<file path="config.mk">
export PLATFORM = sky130hd
export DESIGN_NAME = regfile_serial_loader
export DESIGN_NICKNAME = d
export VERILOG_FILES = /design/src/rtl/regfile_serial_loader.sv
export SDC_FILE = /design/constraint.sdc
export NUM_CORES = 1
export LEC_CHECK = 0
export CAP_MARGIN = 25
export CORE_MARGIN = 4
export CORE_UTILIZATION = 38
export DETAILED_ROUTE_END_ITERATION = 6
export SLEW_MARGIN = 25
export SYNTH_ARGS = -nofsm -noshare
export SYNTH_HDL_FRONTEND = slang
export SYNTH_SLANG_ARGS = --single-unit
</file>
<file path="constraint.sdc">
create_clock -name clk -period 2.3 [get_ports clk]
set_clock_uncertainty 0.15 [all_clocks]
set_input_delay 0.345 -clock clk [delete_from_list [all_inputs] [get_ports clk]]
set_output_delay 0.345 -clock clk [all_outputs]
set_load 0.02 [all_outputs]
</file>
<file path="src/rtl/regfile_serial_loader.sv">
// ---------------------------------------------------------------------------
// regfile_serial_loader
//   Write stage in front of the 4x4 register file. It collects MSB-first
//   serial bits into DATA_W-bit words and writes each word into consecutive
//   register addresses, 0 .. NUM_REGS-1, through the file's write port. When
//   the last word is written it reports completion on done.
//
//   Optional build macro: REGFILE_LOADER_READBACK_EN
//     When defined, a READ sweep follows the final write. It drives read_en /
//     read_add over addresses 0 .. NUM_REGS-1 so the loaded contents appear
//     on the register file's dataOut. When undefined, read_en and read_add
//     are tied to 0.
//
// Ports
//   clk        rising-edge clock
//   rst_n      asynchronous active-low reset
//   start      begin a load sequence (honoured in IDLE / DONE only)
//   ser_in     serial data bit, MSB first
//   ser_valid  ser_in is sampled this cycle
//   data_in    word to the register file (valid while write_en)
//   write_add  register address for the write (valid while write_en)
//   write_en   one-cycle write strobe
//   read_add   read-back address (readback build only)
//   read_en    read-back enable (readback build only)
//   busy       high in SHIFT, WRITE and READ
//   done       sequence complete; held until next start or reset
//   overrun    sticky; a serial bit arrived while it could not be accepted
// ---------------------------------------------------------------------------
module regfile_serial_loader #(
  parameter int DATA_W   = 4,
  parameter int ADDR_W   = 2,
  parameter int NUM_REGS = 4
) (
  input  logic              clk,
  input  logic              rst_n,
  input  logic              start,
  input  logic              ser_in,
  input  logic              ser_valid,
  output logic [DATA_W-1:0] data_in,
  output logic [ADDR_W-1:0] write_add,
  output logic              write_en,
  output logic [ADDR_W-1:0] read_add,
  output logic              read_en,
  output logic              busy,
  output logic              done,
  output logic              overrun
);

  localparam int BC_W = $clog2(DATA_W + 1);
  localparam logic [BC_W-1:0]   LAST_BIT  = BC_W'(DATA_W - 1);
  localparam logic [ADDR_W-1:0] LAST_ADDR = ADDR_W'(NUM_REGS - 1);

`ifdef REGFILE_LOADER_READBACK_EN
  typedef enum logic [2:0] {S_IDLE, S_SHIFT, S_WRITE, S_DONE, S_READ} state_t;
`else
  typedef enum logic [2:0] {S_IDLE, S_SHIFT, S_WRITE, S_DONE} state_t;
`endif

  state_t state, state_nxt;

  // Only the DATA_W-1 bits collected so far are kept. The word is completed
  // by the bit arriving in the same cycle, so no MSB is ever shifted out.
  logic [DATA_W-2:0] shreg;
  logic [BC_W-1:0]   bit_cnt;
  logic [ADDR_W-1:0] addr_cnt;
  logic [DATA_W-1:0] word_nxt;
  logic              last_bit;

  assign word_nxt = {shreg, ser_in};
  assign last_bit = ser_valid && (bit_cnt == LAST_BIT);

`ifdef REGFILE_LOADER_READBACK_EN
  logic [ADDR_W-1:0] rd_cnt;
`endif

  // ---------------------------------------------------------------- FSM
  always_ff @(posedge clk or negedge rst_n) begin
    if (!rst_n) state <= S_IDLE;
    else        state <= state_nxt;
  end

  always_comb begin
    state_nxt = state;
    case (state)
      S_IDLE, S_DONE: if (start) state_nxt = S_SHIFT;
      S_SHIFT:        if (last_bit) state_nxt = S_WRITE;
      S_WRITE: begin
        if (addr_cnt == LAST_ADDR) begin
`ifdef REGFILE_LOADER_READBACK_EN
          state_nxt = S_READ;
`else
          state_nxt = S_DONE;
`endif
        end else begin
          state_nxt = S_SHIFT;
        end
      end
`ifdef REGFILE_LOADER_READBACK_EN
      S_READ:         if (rd_cnt == LAST_ADDR) state_nxt = S_DONE;
`endif
      default:        state_nxt = S_IDLE;
    endcase
  end

  // Strobes and status follow the state directly. done can be decoded from
  // the state because DONE is left only by start or reset.
  assign write_en = (state == S_WRITE);
  assign done     = (state == S_DONE);
`ifdef REGFILE_LOADER_READBACK_EN
  assign busy     = (state == S_SHIFT) || (state == S_WRITE) || (state == S_READ);
  assign read_en  = (state == S_READ);
  assign read_add = rd_cnt;
`else
  assign busy     = (state == S_SHIFT) || (state == S_WRITE);
  assign read_en  = 1'b0;
  assign read_add = '0;
`endif

  // ------------------------------------------------------------ datapath
  always_ff @(posedge clk or negedge rst_n) begin
    if (!rst_n) begin
      shreg     <= '0;
      bit_cnt   <= '0;
      addr_cnt  <= '0;
      data_in   <= '0;
      write_add <= '0;
      overrun   <= 1'b0;
    end else begin
      case (state)
        S_IDLE, S_DONE: begin
          // ser_valid is deliberately ignored here; it does not set overrun.
          if (start) begin
            bit_cnt  <= '0;
            addr_cnt <= '0;
            overrun  <= 1'b0;
          end
        end
        S_SHIFT: begin
          if (ser_valid) begin
            shreg   <= word_nxt[DATA_W-2:0];
            bit_cnt <= bit_cnt + BC_W'(1);
          end
          // Capture the word and its address on the last bit so both are
          // stable for the whole WRITE cycle and hold afterwards.
          if (last_bit) begin
            data_in   <= word_nxt;
            write_add <= addr_cnt;
          end
        end
        S_WRITE: begin
          if (ser_valid) overrun <= 1'b1;
          if (addr_cnt != LAST_ADDR) begin
            addr_cnt <= addr_cnt + ADDR_W'(1);
            bit_cnt  <= '0;
          end
        end
`ifdef REGFILE_LOADER_READBACK_EN
        S_READ: begin
          if (ser_valid) overrun <= 1'b1;
        end
`endif
        default: ;
      endcase
    end
  end

`ifdef REGFILE_LOADER_READBACK_EN
  // Read address: cleared as READ is entered, stepped each READ cycle, and
  // left at NUM_REGS-1 when the sweep ends.
  always_ff @(posedge clk or negedge rst_n) begin
    if (!rst_n) begin
      rd_cnt <= '0;
    end else if (state == S_WRITE && addr_cnt == LAST_ADDR) begin
      rd_cnt <= '0;
    end else if (state == S_READ && rd_cnt != LAST_ADDR) begin
      rd_cnt <= rd_cnt + ADDR_W'(1);
    end
  end
`endif

endmodule

</file>
==> flow_metrics.env, run 1 <==
export IMPL_drt_initial_drc_count=11
export IMPL_path_clk_slew_ns=0.10
export IMPL_die_height_um=56.8
export IMPL_cts_hold_buf=0
export IMPL_avgViaCountPerCell=4.80
export IMPL_grt_overflow_total=0
export IMPL_avgSynthCellArea_um2=11.9
export IMPL_ioPinCount=18
export IMPL_slowest_delay_ns=0.61
export IMPL_synth_seq_cells=17
export IMPL_ant_nets=0
export IMPL_routedWlPerCell_um=12.1
export IMPL_finalSetupTns_ns=0
export IMPL_fin_hold_ws_ns=0.212
export IMPL_synth_distinct_cells=28
export IMPL_cts_sinks=17
export IMPL_grt_pass1_wl_um=2620
export IMPL_drtPass1Iterations=2
export IMPL_synthArstFlopShare_pct=100
export IMPL_nets=107
export IMPL_drv_cap=0
export IMPL_critical_path_class="reg2out"
export IMPL_n_antenna_cell=0
export IMPL_muxShareOfSynthArea_pct=17.3
export IMPL_ys_seq_area_share_pct=47.0
export IMPL_fin_crit_ns=2.07
export IMPL_synth_top_flop_cell="dfrtp_1"
export IMPL_drive_gt1_share_pct=20.2
export IMPL_rows=17
export IMPL_finalSetupViolCount=0
export IMPL_layout_cells_most_common="dfrtp_1"
export IMPL_postCtsSetupBuffers=0
export IMPL_vias=586
export IMPL_synth_edf_count=0
export IMPL_placed_cell_area_um2=1080
export IMPL_grt_start_max_net_pins=18
export IMPL_numCtsBuffers=3
export IMPL_dp_slack_ns=0.290
export IMPL_synth_area_leaders="dfrtp_1 (47%), mux2_2 (11%), ha_1 (9.7%)"
export IMPL_clk_path_buf_depth=2
export IMPL_routabilityCongestion=0.690
export IMPL_hold_violations=0
export IMPL_rsz0062_at_grt="false"
export IMPL_final_setup_worst_slack_ns=0.230
export IMPL_synth_compound_area_share_pct=9.67
export IMPL_finalCritPeriodShare_pct=90.0
export IMPL_syn_instance_count=76
export IMPL_grt_total_usage_pct=10.2
export IMPL_mostFrequentLayoutCells="dfrtp_1 (17), clkdlybuf4s50_1 (13), mux2_2 (9)"
export IMPL_p_per_area_nw_per_um2=1260
export IMPL_route_detailed_drc=0
export IMPL_area_growth_pct=21.7
export IMPL_slowest_stage="clkdlybuf4s50_1"
export IMPL_cp_arrival_ns=1.57
export IMPL_start_kind="flop"
export IMPL_root_buffer="clkbuf_4"
export IMPL_drv_slew=0
export IMPL_insertion_delay_ns=0.29
export IMPL_crit_chain="inv_1, ha_1, clkdlybuf4s50_1"
export IMPL_synth_fa_ha_area_share_pct=9.67
export IMPL_peakVddDrop_uv=650
export IMPL_fmax_ghz=0.483
export IMPL_finalWirelength_um=1480
export IMPL_p_leak_nw=0.521
export IMPL_die_area_um2=3230
export IMPL_design_area_um2=1100
export IMPL_initial_core_util_pct=40.6
export IMPL_htree_levels=1
export IMPL_required_ns=1.80
export IMPL_coreArea_um2=2230
export IMPL_synth_xor_area_share_pct=0
export IMPL_synth_top_cell_by_area="dfrtp_1"
export IMPL_synth_top_area_share_pct=47.0
export IMPL_ctsResizeCount=1
export IMPL_grt_pass1_vias=594
export IMPL_status="finished clean"
export IMPL_place_hpwl_um=1120
export IMPL_syn_area_um2=906
export IMPL_synth_simple_area_share_pct=10.5
export IMPL_end_kind="primary output"
export IMPL_crit_fanout=4
export IMPL_die_w_um=56.8
export IMPL_io_buffers=14
export IMPL_hold_path_class="in2async"
export IMPL_synth_warnings=0
export IMPL_synth_top_family_by_area="multiplexers"
export IMPL_total_power_mw=1.38
export IMPL_antenna_found_initial=0
export IMPL_cts_tree="done"
## cell type report
| class | instances | area (um2) |
|---|---|---|
| inverter | 6 | 22.5 |
| sequential | 17 | 425 |
| tap | 28 | 35.0 |
| timing repair buffer | 16 | 154 |
| clock buffer | 3 | 22.5 |
| fill | 204 | 1130 |
| multi-input combinational | 51 | 438 |
| clock inverter | 1 | 5.00 |
## flip-flops by register name, indices dropped and copies added, names as in the netlist
register   cells
overrun        1
shreg          3
write_add      2
state          2
bit_cnt        3
data_in        4
addr_cnt       2
## power by group
group,total (mW),leakage (nW),switching [mW],internal [mW]
combinational,0.733,0.281,0.362,0.371
sequential,0.490,0.222,0.0758,0.414
clock,0.161,0.0177,0.0967,0.0647
## metal layers
layer | vias to the layer above | share of wire [%] | global-route usage [%] | routed length [um]
li1 | 300 | - | - | -
met1 | 277 | 47 | 12.5 | 689
met2 | 7 | 49 | 16.8 | 718
met3 | 2 | 3.3 | 2.30 | 49
met4 | 0 | 1.2 | 4.97 | 17
met5 | - | 0 | 0 | 0
## Yosys cell counts, drive strengths merged (2+ instances only)
library cell and instances:
dfrtp 17, nand2b 2, ha 7, mux2 10, o211ai 2, nor2 2, a21oi 3, nor2b 3
nand2 4, nand3 2, mux2i 4, inv 6, buf 4
## worst max-delay path, delay by kind of cell (launching register included)
family,cells,cell delay [ns]
buffers and inverters,2,0.70
adders and majority gates,1,0.17
DFF,1,0.42
## per-stage QoR
step / utilization, % / std cells
2_1_floorplan: - / 78
3_3_place_gp: 48.2 / 118
3_5_place_dp: 48.2 / 118
4_1_cts: 49.4 / 122
5_1_grt: 49.4 / 122
6_report: 49.4 / 122
## kinds of logic (layout without fill, tap and decap cells)
logic type               after synthesis  count (layout)
multiplexers                          14              14
AO/OA/AOI/OAI                         11              11
other                                  1               3
flip-flops                            17              17
adder cells (fa/ha/maj)                7               7
buffers and inverters                 10              26
AND/OR/NAND/NOR                       16              16
## path summary, 6_finish.rpt
| path | start | to | slack [ns] | cells after the start |
|---|---|---|---|---|
| hold reg to reg | data_in[0] | data_in[0] | 0.36 | 1 |
| hold / removal | rst_n | data_in[3] | 0.21 | 2 |
| min in group clk | data_in[0] | data_in[0] | 0.36 | 1 |
| setup reg to reg | state[0] | addr_cnt[0] | 0.59 | 5 |
| max in group asynchronous | rst_n | overrun | 1.60 | 2 |
| setup / recovery | state[0] | write_en | 0.23 | 3 |
(Power assumes the default switching activity.)
==> run 2: changes to the inputs <==
Settings changed: CAP_MARGIN 25 to 20.
==> results of run 2 <==
The final DEF is identical to that of run 1; final timing and power are the same.
